===== src/rtl/bingo_pkg.sv =====
// Shared definitions for the bingo round controller.
//   state_t            : controller state encoding
//   DELETED_VALUE      : card value that marks a deleted (already matched) cell
//   DEFAULT_TICK_COUNT : blink half-period in clock cycles (1 s at 50 MHz)
package bingo_pkg;

  typedef enum logic [2:0] {
    ST_IDLE,
    ST_WAIT_DRAW,
    ST_LOAD,
    ST_READ,
    ST_CMP,
    ST_MARK,
    ST_CHECK,
    ST_DONE
  } state_t;

  localparam int DELETED_VALUE      = 0;
  localparam int DEFAULT_TICK_COUNT = 50_000_000;

endpackage


===== src/rtl/bingo_round_ctrl_if.sv =====
// Card RAM bus between the round controller and the shared card RAM.
//   ram_addr        : cell address (controller -> RAM)
//   ram_write_en    : write strobe; the written value is always the deleted value
//   ram_delete      : same as ram_write_en, for RAMs that take a delete strobe
//   ram_read_number : read data, valid one cycle after ram_addr (RAM -> controller)
interface bingo_round_ctrl_if #(
  parameter int DATA_WIDTH = 8,
  parameter int ADDR_WIDTH = 4
);

  logic [ADDR_WIDTH-1:0] ram_addr;
  logic                  ram_write_en;
  logic                  ram_delete;
  logic [DATA_WIDTH-1:0] ram_read_number;

  modport master (
    output ram_addr,
    output ram_write_en,
    output ram_delete,
    input  ram_read_number
  );

  modport slave (
    input  ram_addr,
    input  ram_write_en,
    input  ram_delete,
    output ram_read_number
  );

endinterface


===== src/rtl/counter.sv =====
// Generic up-counter, 0..MAX-1 with wrap.
//   clk, rstn : clock, synchronous active-low reset
//   clr       : synchronous clear, wins over en
//   en        : count enable
//   count     : current count
module counter #(
  parameter int WIDTH = 4,
  parameter int MAX   = 16
) (
  input  logic             clk,
  input  logic             rstn,
  input  logic             clr,
  input  logic             en,
  output logic [WIDTH-1:0] count
);

  localparam logic [WIDTH-1:0] LAST = WIDTH'(MAX - 1);

  logic [WIDTH-1:0] count_q;
  logic [WIDTH-1:0] count_d;

  always_comb begin
    count_d = count_q;
    if (clr) begin
      count_d = '0;
    end else if (en) begin
      count_d = (count_q == LAST) ? '0 : count_q + WIDTH'(1);
    end
  end

  always_ff @(posedge clk) begin
    if (!rstn) count_q <= '0;
    else       count_q <= count_d;
  end

  assign count = count_q;

endmodule


===== src/rtl/bingo_round_ctrl.sv =====
// Bingo round controller: per draw, latches the number, scans every card cell,
// deletes and marks each match, then reports all players with a complete card.
//   clk, rstn        : clock, synchronous active-low reset
//   start_game       : leave IDLE
//   abort            : return to IDLE from any state, suppressing any RAM write
//   next_edge        : one-cycle draw pulse, honoured only in WAIT_DRAW
//   guessed_number   : drawn number, sampled in LOAD
//   ram              : card RAM bus (master side)
//   game_state       : marked-cell bitmap
//   winners          : complete-card flags, valid while endgame
//   guessed_number_r : latched draw
//   enable_displays  : high while reading/comparing cells
//   draw_ignored     : pulse when a draw of 0 is rejected
//   busy             : high from LOAD through CHECK
//   toggle_1s        : blink output, toggles every TICK_COUNT cycles in WAIT_DRAW
//   endgame          : high in DONE
module bingo_round_ctrl
  import bingo_pkg::*;
#(
  parameter int DATA_WIDTH       = 8,
  parameter int NUM_PLAYERS      = 2,
  parameter int CELLS_PER_PLAYER = 8,
  parameter int NUM_CELLS        = NUM_PLAYERS * CELLS_PER_PLAYER,
  parameter int ADDR_WIDTH       = (NUM_CELLS > 1) ? $clog2(NUM_CELLS) : 1,
  parameter int TICK_COUNT       = DEFAULT_TICK_COUNT
) (
  input  logic                    clk,
  input  logic                    rstn,
  input  logic                    start_game,
  input  logic                    abort,
  input  logic                    next_edge,
  input  logic [DATA_WIDTH-1:0]   guessed_number,
  bingo_round_ctrl_if.master      ram,
  output logic [NUM_CELLS-1:0]    game_state,
  output logic [NUM_PLAYERS-1:0]  winners,
  output logic [DATA_WIDTH-1:0]   guessed_number_r,
  output logic                    enable_displays,
  output logic                    draw_ignored,
  output logic                    busy,
  output logic                    toggle_1s,
  output logic                    endgame
);

  localparam int TICK_WIDTH = (TICK_COUNT > 1) ? $clog2(TICK_COUNT) : 1;

  state_t                  state_q, state_d;
  logic [DATA_WIDTH-1:0]   guessed_q, guessed_d;
  logic [NUM_CELLS-1:0]    game_state_q, game_state_d;
  logic [NUM_PLAYERS-1:0]  winners_q, winners_d;
  logic                    toggle_q, toggle_d;

  logic [ADDR_WIDTH-1:0]   addr;
  logic [TICK_WIDTH-1:0]   tick_cnt;
  logic                    addr_clr, addr_en, tick_en, tick_wrap;
  logic                    last_cell, match, draw_is_zero, write_en;
  logic [NUM_PLAYERS-1:0]  card_full;

  // Explicit compare against the last index so non-power-of-2 depths stop in range.
  assign last_cell    = (addr == ADDR_WIDTH'(NUM_CELLS - 1));
  assign match        = (ram.ram_read_number == guessed_q);
  assign draw_is_zero = (guessed_number == DATA_WIDTH'(DELETED_VALUE));
  assign tick_wrap    = (tick_cnt == TICK_WIDTH'(TICK_COUNT - 1));

  always_comb begin
    card_full = '0;
    for (int p = 0; p < NUM_PLAYERS; p++) begin
      card_full[p] = &game_state_q[p*CELLS_PER_PLAYER +: CELLS_PER_PLAYER];
    end
  end

  counter #(.WIDTH(ADDR_WIDTH), .MAX(NUM_CELLS)) u_addr_cnt (
    .clk   (clk),
    .rstn  (rstn),
    .clr   (addr_clr),
    .en    (addr_en),
    .count (addr)
  );

  // Never cleared outside reset: the blink phase resumes after each scan.
  counter #(.WIDTH(TICK_WIDTH), .MAX(TICK_COUNT)) u_blink_cnt (
    .clk   (clk),
    .rstn  (rstn),
    .clr   (1'b0),
    .en    (tick_en),
    .count (tick_cnt)
  );

  // State register
  always_ff @(posedge clk) begin
    if (!rstn) state_q <= ST_IDLE;
    else       state_q <= state_d;
  end

  // Next-state logic; abort overrides every transition
  always_comb begin
    state_d = state_q;
    if (abort) begin
      state_d = ST_IDLE;
    end else begin
      case (state_q)
        ST_IDLE:      if (start_game) state_d = ST_WAIT_DRAW;
        ST_WAIT_DRAW: if (next_edge)  state_d = ST_LOAD;
        ST_LOAD:      state_d = draw_is_zero ? ST_WAIT_DRAW : ST_READ;
        ST_READ:      state_d = ST_CMP;
        ST_CMP: begin
          if (match)          state_d = ST_MARK;
          else if (last_cell) state_d = ST_CHECK;
          else                state_d = ST_READ;
        end
        ST_MARK:      state_d = last_cell ? ST_CHECK : ST_READ;
        ST_CHECK:     state_d = (|card_full) ? ST_DONE : ST_WAIT_DRAW;
        ST_DONE:      state_d = ST_DONE;
        default:      state_d = ST_IDLE;
      endcase
    end
  end

  // Output / control decode
  always_comb begin
    write_en        = (state_q == ST_MARK) && !abort;
    enable_displays = (state_q == ST_READ) || (state_q == ST_CMP);
    busy            = (state_q == ST_LOAD) || (state_q == ST_READ) || (state_q == ST_CMP) ||
                      (state_q == ST_MARK) || (state_q == ST_CHECK);
    endgame         = (state_q == ST_DONE);
    draw_ignored    = (state_q == ST_LOAD) && draw_is_zero;
    addr_clr        = (state_q == ST_IDLE) || (state_q == ST_WAIT_DRAW);
    addr_en         = !abort && !last_cell &&
                      (((state_q == ST_CMP) && !match) || (state_q == ST_MARK));
    tick_en         = (state_q == ST_WAIT_DRAW);
  end

  always_comb begin
    guessed_d    = guessed_q;
    game_state_d = game_state_q;
    winners_d    = winners_q;
    toggle_d     = toggle_q ^ (tick_en && tick_wrap);
    if (state_q == ST_LOAD) guessed_d = guessed_number;
    if (abort || (state_q == ST_IDLE)) begin
      game_state_d = '0;
      winners_d    = '0;
    end else if (state_q == ST_MARK) begin
      for (int i = 0; i < NUM_CELLS; i++) begin
        if (addr == ADDR_WIDTH'(i)) game_state_d[i] = 1'b1;
      end
    end else if (state_q == ST_CHECK) begin
      winners_d = card_full;
    end
  end

  always_ff @(posedge clk) begin
    if (!rstn) begin
      guessed_q    <= '0;
      game_state_q <= '0;
      winners_q    <= '0;
      toggle_q     <= 1'b0;
    end else begin
      guessed_q    <= guessed_d;
      game_state_q <= game_state_d;
      winners_q    <= winners_d;
      toggle_q     <= toggle_d;
    end
  end

  assign ram.ram_addr     = addr;
  assign ram.ram_write_en = write_en;
  assign ram.ram_delete   = write_en;

  assign game_state       = game_state_q;
  assign winners          = winners_q;
  assign guessed_number_r = guessed_q;
  assign toggle_1s        = toggle_q;

endmodule


===== src/flat_wrapper.sv =====
// flat-port wrapper written by rule: the top's interface ports become plain ports
module bingo_round_ctrl_flat import bingo_pkg::*;
#(
  parameter int DATA_WIDTH       = 8,
  parameter int NUM_PLAYERS      = 2,
  parameter int CELLS_PER_PLAYER = 8,
  parameter int NUM_CELLS        = NUM_PLAYERS * CELLS_PER_PLAYER,
  parameter int ADDR_WIDTH       = (NUM_CELLS > 1) ? $clog2(NUM_CELLS) : 1,
  parameter int TICK_COUNT       = DEFAULT_TICK_COUNT
)
  (clk, rstn, start_game, abort, next_edge, guessed_number, game_state, winners, guessed_number_r, enable_displays, draw_ignored, busy, toggle_1s, endgame, ram_ram_addr, ram_ram_write_en, ram_ram_delete, ram_ram_read_number);
  bingo_round_ctrl_if #(.DATA_WIDTH(DATA_WIDTH), .ADDR_WIDTH(ADDR_WIDTH)) ram_i ();
  input  logic clk;
  input  logic rstn;
  input  logic start_game;
  input  logic abort;
  input  logic next_edge;
  input  logic [DATA_WIDTH-1:0] guessed_number;
  output logic [NUM_CELLS-1:0] game_state;
  output logic [NUM_PLAYERS-1:0] winners;
  output logic [DATA_WIDTH-1:0] guessed_number_r;
  output logic enable_displays;
  output logic draw_ignored;
  output logic busy;
  output logic toggle_1s;
  output logic endgame;
  output wire logic [$bits(ram_i.ram_addr)-1:0] ram_ram_addr;
  output wire logic [$bits(ram_i.ram_write_en)-1:0] ram_ram_write_en;
  output wire logic [$bits(ram_i.ram_delete)-1:0] ram_ram_delete;
  input wire logic [$bits(ram_i.ram_read_number)-1:0] ram_ram_read_number;
  assign ram_ram_addr = ram_i.ram_addr;
  assign ram_ram_write_en = ram_i.ram_write_en;
  assign ram_ram_delete = ram_i.ram_delete;
  assign ram_i.ram_read_number = ram_ram_read_number;
  bingo_round_ctrl #(.DATA_WIDTH(DATA_WIDTH), .NUM_PLAYERS(NUM_PLAYERS), .CELLS_PER_PLAYER(CELLS_PER_PLAYER), .NUM_CELLS(NUM_CELLS), .ADDR_WIDTH(ADDR_WIDTH), .TICK_COUNT(TICK_COUNT)) u_core (.clk(clk), .rstn(rstn), .start_game(start_game), .abort(abort), .next_edge(next_edge), .guessed_number(guessed_number), .ram(ram_i), .game_state(game_state), .winners(winners), .guessed_number_r(guessed_number_r), .enable_displays(enable_displays), .draw_ignored(draw_ignored), .busy(busy), .toggle_1s(toggle_1s), .endgame(endgame));
endmodule

===== config.mk =====
export PLATFORM = sky130hd
export DESIGN_NAME = bingo_round_ctrl_flat
export DESIGN_NICKNAME = d
export VERILOG_FILES = /design/src/rtl/bingo_pkg.sv /design/src/rtl/bingo_round_ctrl_if.sv /design/src/rtl/counter.sv /design/src/rtl/bingo_round_ctrl.sv /design/src/flat_wrapper.sv
export SDC_FILE = /design/constraint.sdc
export NUM_CORES = 1
export LEC_CHECK = 0
export BUFFER_PORTS_ARGS = -buffer_cell sky130_fd_sc_hd__buf_2
export CAP_MARGIN = 20
export CELL_PAD_IN_SITES_DETAIL_PLACEMENT = 1
export CELL_PAD_IN_SITES_GLOBAL_PLACEMENT = 2
export CORE_MARGIN = 4
export CORE_UTILIZATION = 32
export DETAILED_ROUTE_END_ITERATION = 16
export PLACE_DENSITY_LB_ADDON = 0.1
export SYNTH_ARGS = -nofsm -noshare
export SYNTH_HDL_FRONTEND = slang
export SYNTH_SLANG_ARGS = --single-unit

===== constraint.sdc =====
create_clock -name clk -period 2.3 [get_ports clk]
set_clock_uncertainty 0.2 [all_clocks]
set_input_delay 0.345 -clock clk [delete_from_list [all_inputs] [get_ports clk]]
set_output_delay 0.345 -clock clk [all_outputs]
set_load 0.03 [all_outputs]

==> summary by stage <==
Critical path
The worst register-to-register path has a setup slack of 280 ps. For the worst setup path, the data required time is 1750 ps. The setup path with the least slack is of type reg2out. The critical path contains buffers and inverters numbering 2 combined. STA puts the critical path data arrival time at 1530 ps. The cell family contributing the most delay on the critical path is buffers and inverters. The largest stage delay on the critical path is 390 ps. The worst register-to-register path begins at u_core.u_blink_cnt.count[4]. In this run the worst path has a maximum fanout of 14. The launching element type of the critical path is a register. The worst register-to-register path ends at u_core.u_blink_cnt.count[17].

The most critical setup path has its startpoint at u_core.state_q[2]. The worst register-to-register path has a depth of 5. The signal on the critical path passes through buf_4 -> nor2b_1 -> nand2_1 -> nor2_1 -> buf_2. The type of element capturing the critical path is an output pin. On the critical path, the stage with the largest delay is an instance of sky130_fd_sc_hd__dfxtp_1.

Yosys
For this run, the register share of the synthesized area comes to 42.59%. The fraction of registers with async set/reset is 0%. Synthesis produced a netlist whose cell count is 320. The number of flops mapped to enable cells by yosys is 0.

The average cell area after synthesis is 8.813 sq um. The count of distinct cell types in the synthesized netlist is 42. The mapped netlist covers 0.002820 sq mm. Synthesis inferred 60 register bits. The number of nets handed over by synthesis was 346. The total of warnings raised by yosys is 0. The primary flip-flop cell chosen by synthesis mapping is sky130_fd_sc_hd__dfxtp_1.

Final layout
The final net count is 408. The total inserted antenna cells is 0. Cells fill 40.83% of the core in the end. The post-route netlist has 23.77% of its cells at a drive strength greater than 1.

From synthesis to final layout, the design area changed by 21.34%. The layout has 1037 filler cells.

CTS
The insertion delay to the later sink of the worst-skew pair is 340 ps. Clock-pin slew was measured on the worst setup and hold paths at 80 ps. For this design, the sink count on the clock tree is 60.

The CTS tree is built. The level count of the clock H-tree is 3. In this run the clock root is driven by a sky130_fd_sc_hd__clkbuf_8. Buffers added to address setup during post-CTS repair amount to 0. The number of clock buffers inserted by TritonCTS is 9.

Hold repair after CTS inserted 0 buffers. Gates resized during post-CTS repair numbered 0. No sink is reached through more buffers than the 2 on the longest clock path.

Global routing
The initial antenna violation count was 0. For met3 alone, demand over resource in global routing was 4.300%. The layer with the highest usage is met2. The number of global-route vias before repair is 2481. The combined global-route utilization of all metal layers is 15.18%. The met1 usage in global routing is 19.85%. The met2 track demand over resource is 23.94%. The residual overflow from global routing is 0.

Entering global routing, the biggest net connects 23 pins. The global-route wire length before repair is 12280 um.

Drt
The number of vias per cell is 5.045. The number of detailed-route iterations in the first pass is 4. Summing over every cut layer, the via total after detailed routing is 2482. In the routed design, unresolved DRC markers number 0. After detailed routing, the average wire length per cell comes to 15.34 um.

The number of antenna-violating nets in the routed design is 0. The sum of routed wire length over all layers is 7547 um. The detailed router finished its first iteration with 43 violations.

Floorplanning
The die width is 101.9 um. After floorplanning, the core was divided into 33 placement rows. Once the floorplan was initialized, standard cells occupied 33.65% of the core. The core box area is 0.008382 sq mm. The height of the chip is 101.9 um. The boundary pin count is 58.

The area of the die is 0.01038 sq mm.

Power and ir drop
The analysis attributes to cell leakage a power of 1.432 nW. VDD sags by at most 0.3213 mV. In this run the power density over the cells is 607.9 mW/mm^2.

Min path
The worst-case hold path end point is u_core.guessed_number_r[4]. The worst hold path class is in2reg. The launch point of the worst hold path is guessed_number[4]. The worst hold path stage count is 3.

Place
The number of buffers added on ports is 57. The final RePlAce weighted congestion is 0.7230. The HPWL after detailed placement is 5369 um.

STA
The final critical path takes up 90.29% of the cycle. Setup violations remaining at the end of the flow were counted as 0. The top achievable clock speed is 481.5 MHz.

At the pin with the least slew margin, the transition time is 646.0 ps. Measured against its own limit, the worst slew margin works out to 56.73%. In the final timing run, aggregate negative setup slack is 0 ps.

The final hold violation count came to 0. The number of slew-limit violations in the final report is 0. The tightest hold margin is 67.06 ps. The post-route minimum period is 2077 ps. Setup repair after global routing left no endpoint under its margin.

Run status
The run finished with clean final reports.

Flow run
The number of maximum-capacitance constraint violations is 0.
-- worst reg2reg max path: cells and delay by family, from the launching register on --
family / cells / cell delay (ps)
simple gates: 5 / 1290
flops: 1 / 420
-- registers in the layout, summed over array words and instances, names as in the netlist --
name                      count
u_core.guessed_number_r       8
u_core.u_addr_cnt.count       4
u_core.state_q                3
u_core.game_state            16
u_core.winners                2
u_core.toggle_1s              1
u_core.u_blink_cnt.count     26
-- worst max path at each step --
stage                                            end  slack, ps  cells past startpoint
after global placement    u_core.u_addr_cnt.count[1]        250                      6
after detailed placement  u_core.u_addr_cnt.count[1]        250                      6
after global routing                  ram_ram_delete         50                      5
final                                 ram_ram_delete        220                      5
after floorplan                     ram_ram_write_en        190                      5
after CTS                             ram_ram_delete        190                      5
-- placed cells by master, fill, tap and decap left out, types with 2 or more instances in the layout --
cell,count
sky130_fd_sc_hd__a21oi_1,17
sky130_fd_sc_hd__xor2_1,26
sky130_fd_sc_hd__nand4_1,12
sky130_fd_sc_hd__nor2b_1,15
sky130_fd_sc_hd__nor2_1,47
sky130_fd_sc_hd__nand2b_1,2
sky130_fd_sc_hd__nand3_2,2
sky130_fd_sc_hd__clkinvlp_4,2
sky130_fd_sc_hd__nor3_1,4
sky130_fd_sc_hd__buf_4,10
sky130_fd_sc_hd__mux2i_1,11
sky130_fd_sc_hd__and2_1,6
sky130_fd_sc_hd__nand3_1,14
sky130_fd_sc_hd__clkbuf_8,9
sky130_fd_sc_hd__dfxtp_1,60
sky130_fd_sc_hd__nor4_1,3
sky130_fd_sc_hd__nand2_1,15
sky130_fd_sc_hd__or2_2,2
sky130_fd_sc_hd__or3_1,3
sky130_fd_sc_hd__and3_1,15
sky130_fd_sc_hd__inv_1,3
sky130_fd_sc_hd__xnor2_1,6
sky130_fd_sc_hd__buf_2,57
sky130_fd_sc_hd__clkinv_4,2
sky130_fd_sc_hd__and4_1,3
sky130_fd_sc_hd__a31oi_1,7
sky130_fd_sc_hd__and3b_1,2
sky130_fd_sc_hd__o21ai_0,11
sky130_fd_sc_hd__ha_1,5
-- cell usage after synthesis (4+ instances only) --
master / instances / share of area, %
sky130_fd_sc_hd__a21oi_1: 17 / 3.0
sky130_fd_sc_hd__a31oi_1: 7 / 1.6
sky130_fd_sc_hd__and2_1: 6 / 1.3
sky130_fd_sc_hd__and3_1: 15 / 3.3
sky130_fd_sc_hd__buf_6: 4 / 1.6
sky130_fd_sc_hd__clkbuf_1: 8 / 1.1
sky130_fd_sc_hd__dfxtp_1: 60 / 43
sky130_fd_sc_hd__ha_1: 5 / 2.2
sky130_fd_sc_hd__mux2i_1: 11 / 3.9
sky130_fd_sc_hd__nand2_1: 15 / 2.0
sky130_fd_sc_hd__nand3_1: 14 / 2.5
sky130_fd_sc_hd__nand4_1: 12 / 2.7
sky130_fd_sc_hd__nor2_1: 47 / 6.3
sky130_fd_sc_hd__nor2b_1: 15 / 3.3
sky130_fd_sc_hd__nor3_1: 4 / 0.71
sky130_fd_sc_hd__o21ai_0: 11 / 2.0
sky130_fd_sc_hd__xnor2_1: 6 / 1.9
sky130_fd_sc_hd__xor2_1: 26 / 8.1
-- area by class of cell --
type | instances | area, sq um | area share, %
Clock buffer | 9 | 123.9 | 3.620
Clock inverter | 7 | 76.32 | 2.230
Inverter | 3 | 11.26 | 0.3291
Multi-Input combinational cell | 241 | 1518 | 44.35
Sequential cell | 60 | 1201 | 35.10
Tap cell | 105 | 131.4 | 3.839
Timing Repair Buffer | 67 | 360.3 | 10.53
-- power breakdown --
part | switching (mW) | internal [mW] | total [mW] | leakage (nW)
clock | 0.461 | 0.505 | 0.966 | 0.0958
sequential | 0.00261 | 1.04 | 1.04 | 0.483
combinational | 0.0399 | 0.0311 | 0.0710 | 0.853
-- per-stage QoR --
step           worst slack [ps]  area, sq um  total power, mW  instances
2_1_floorplan             189.6         2820            1.108        320
3_3_place_gp              251.0         3222            1.141        476
3_5_place_dp              246.3         3222            1.141        476
4_1_cts                   188.0         3422            2.123        492
5_1_grt                   50.13         3422            2.181        492
6_report                  223.3         3422            2.080        492
-- kinds of logic after synthesis --
kind of cell	count (synthesis)	synth area share (%)
AND/OR/NAND/NOR	152	29.19
flip-flops	60	42.59
AO/OA/AOI/OAI	41	8.385
XOR/XNOR	32	9.938
buffers and inverters	19	3.771
multiplexers	11	3.904
adder cells (fa/ha/maj)	5	2.218
-- layer usage --
layer | vias to the layer above | share of wire, %
met2 | 62 | 45
met5 | - | 0
li1 | 1236 | -
met1 | 1174 | 47
met4 | 0 | 1.4
met3 | 10 | 5.8
Power figures use the tool's default switching activity.
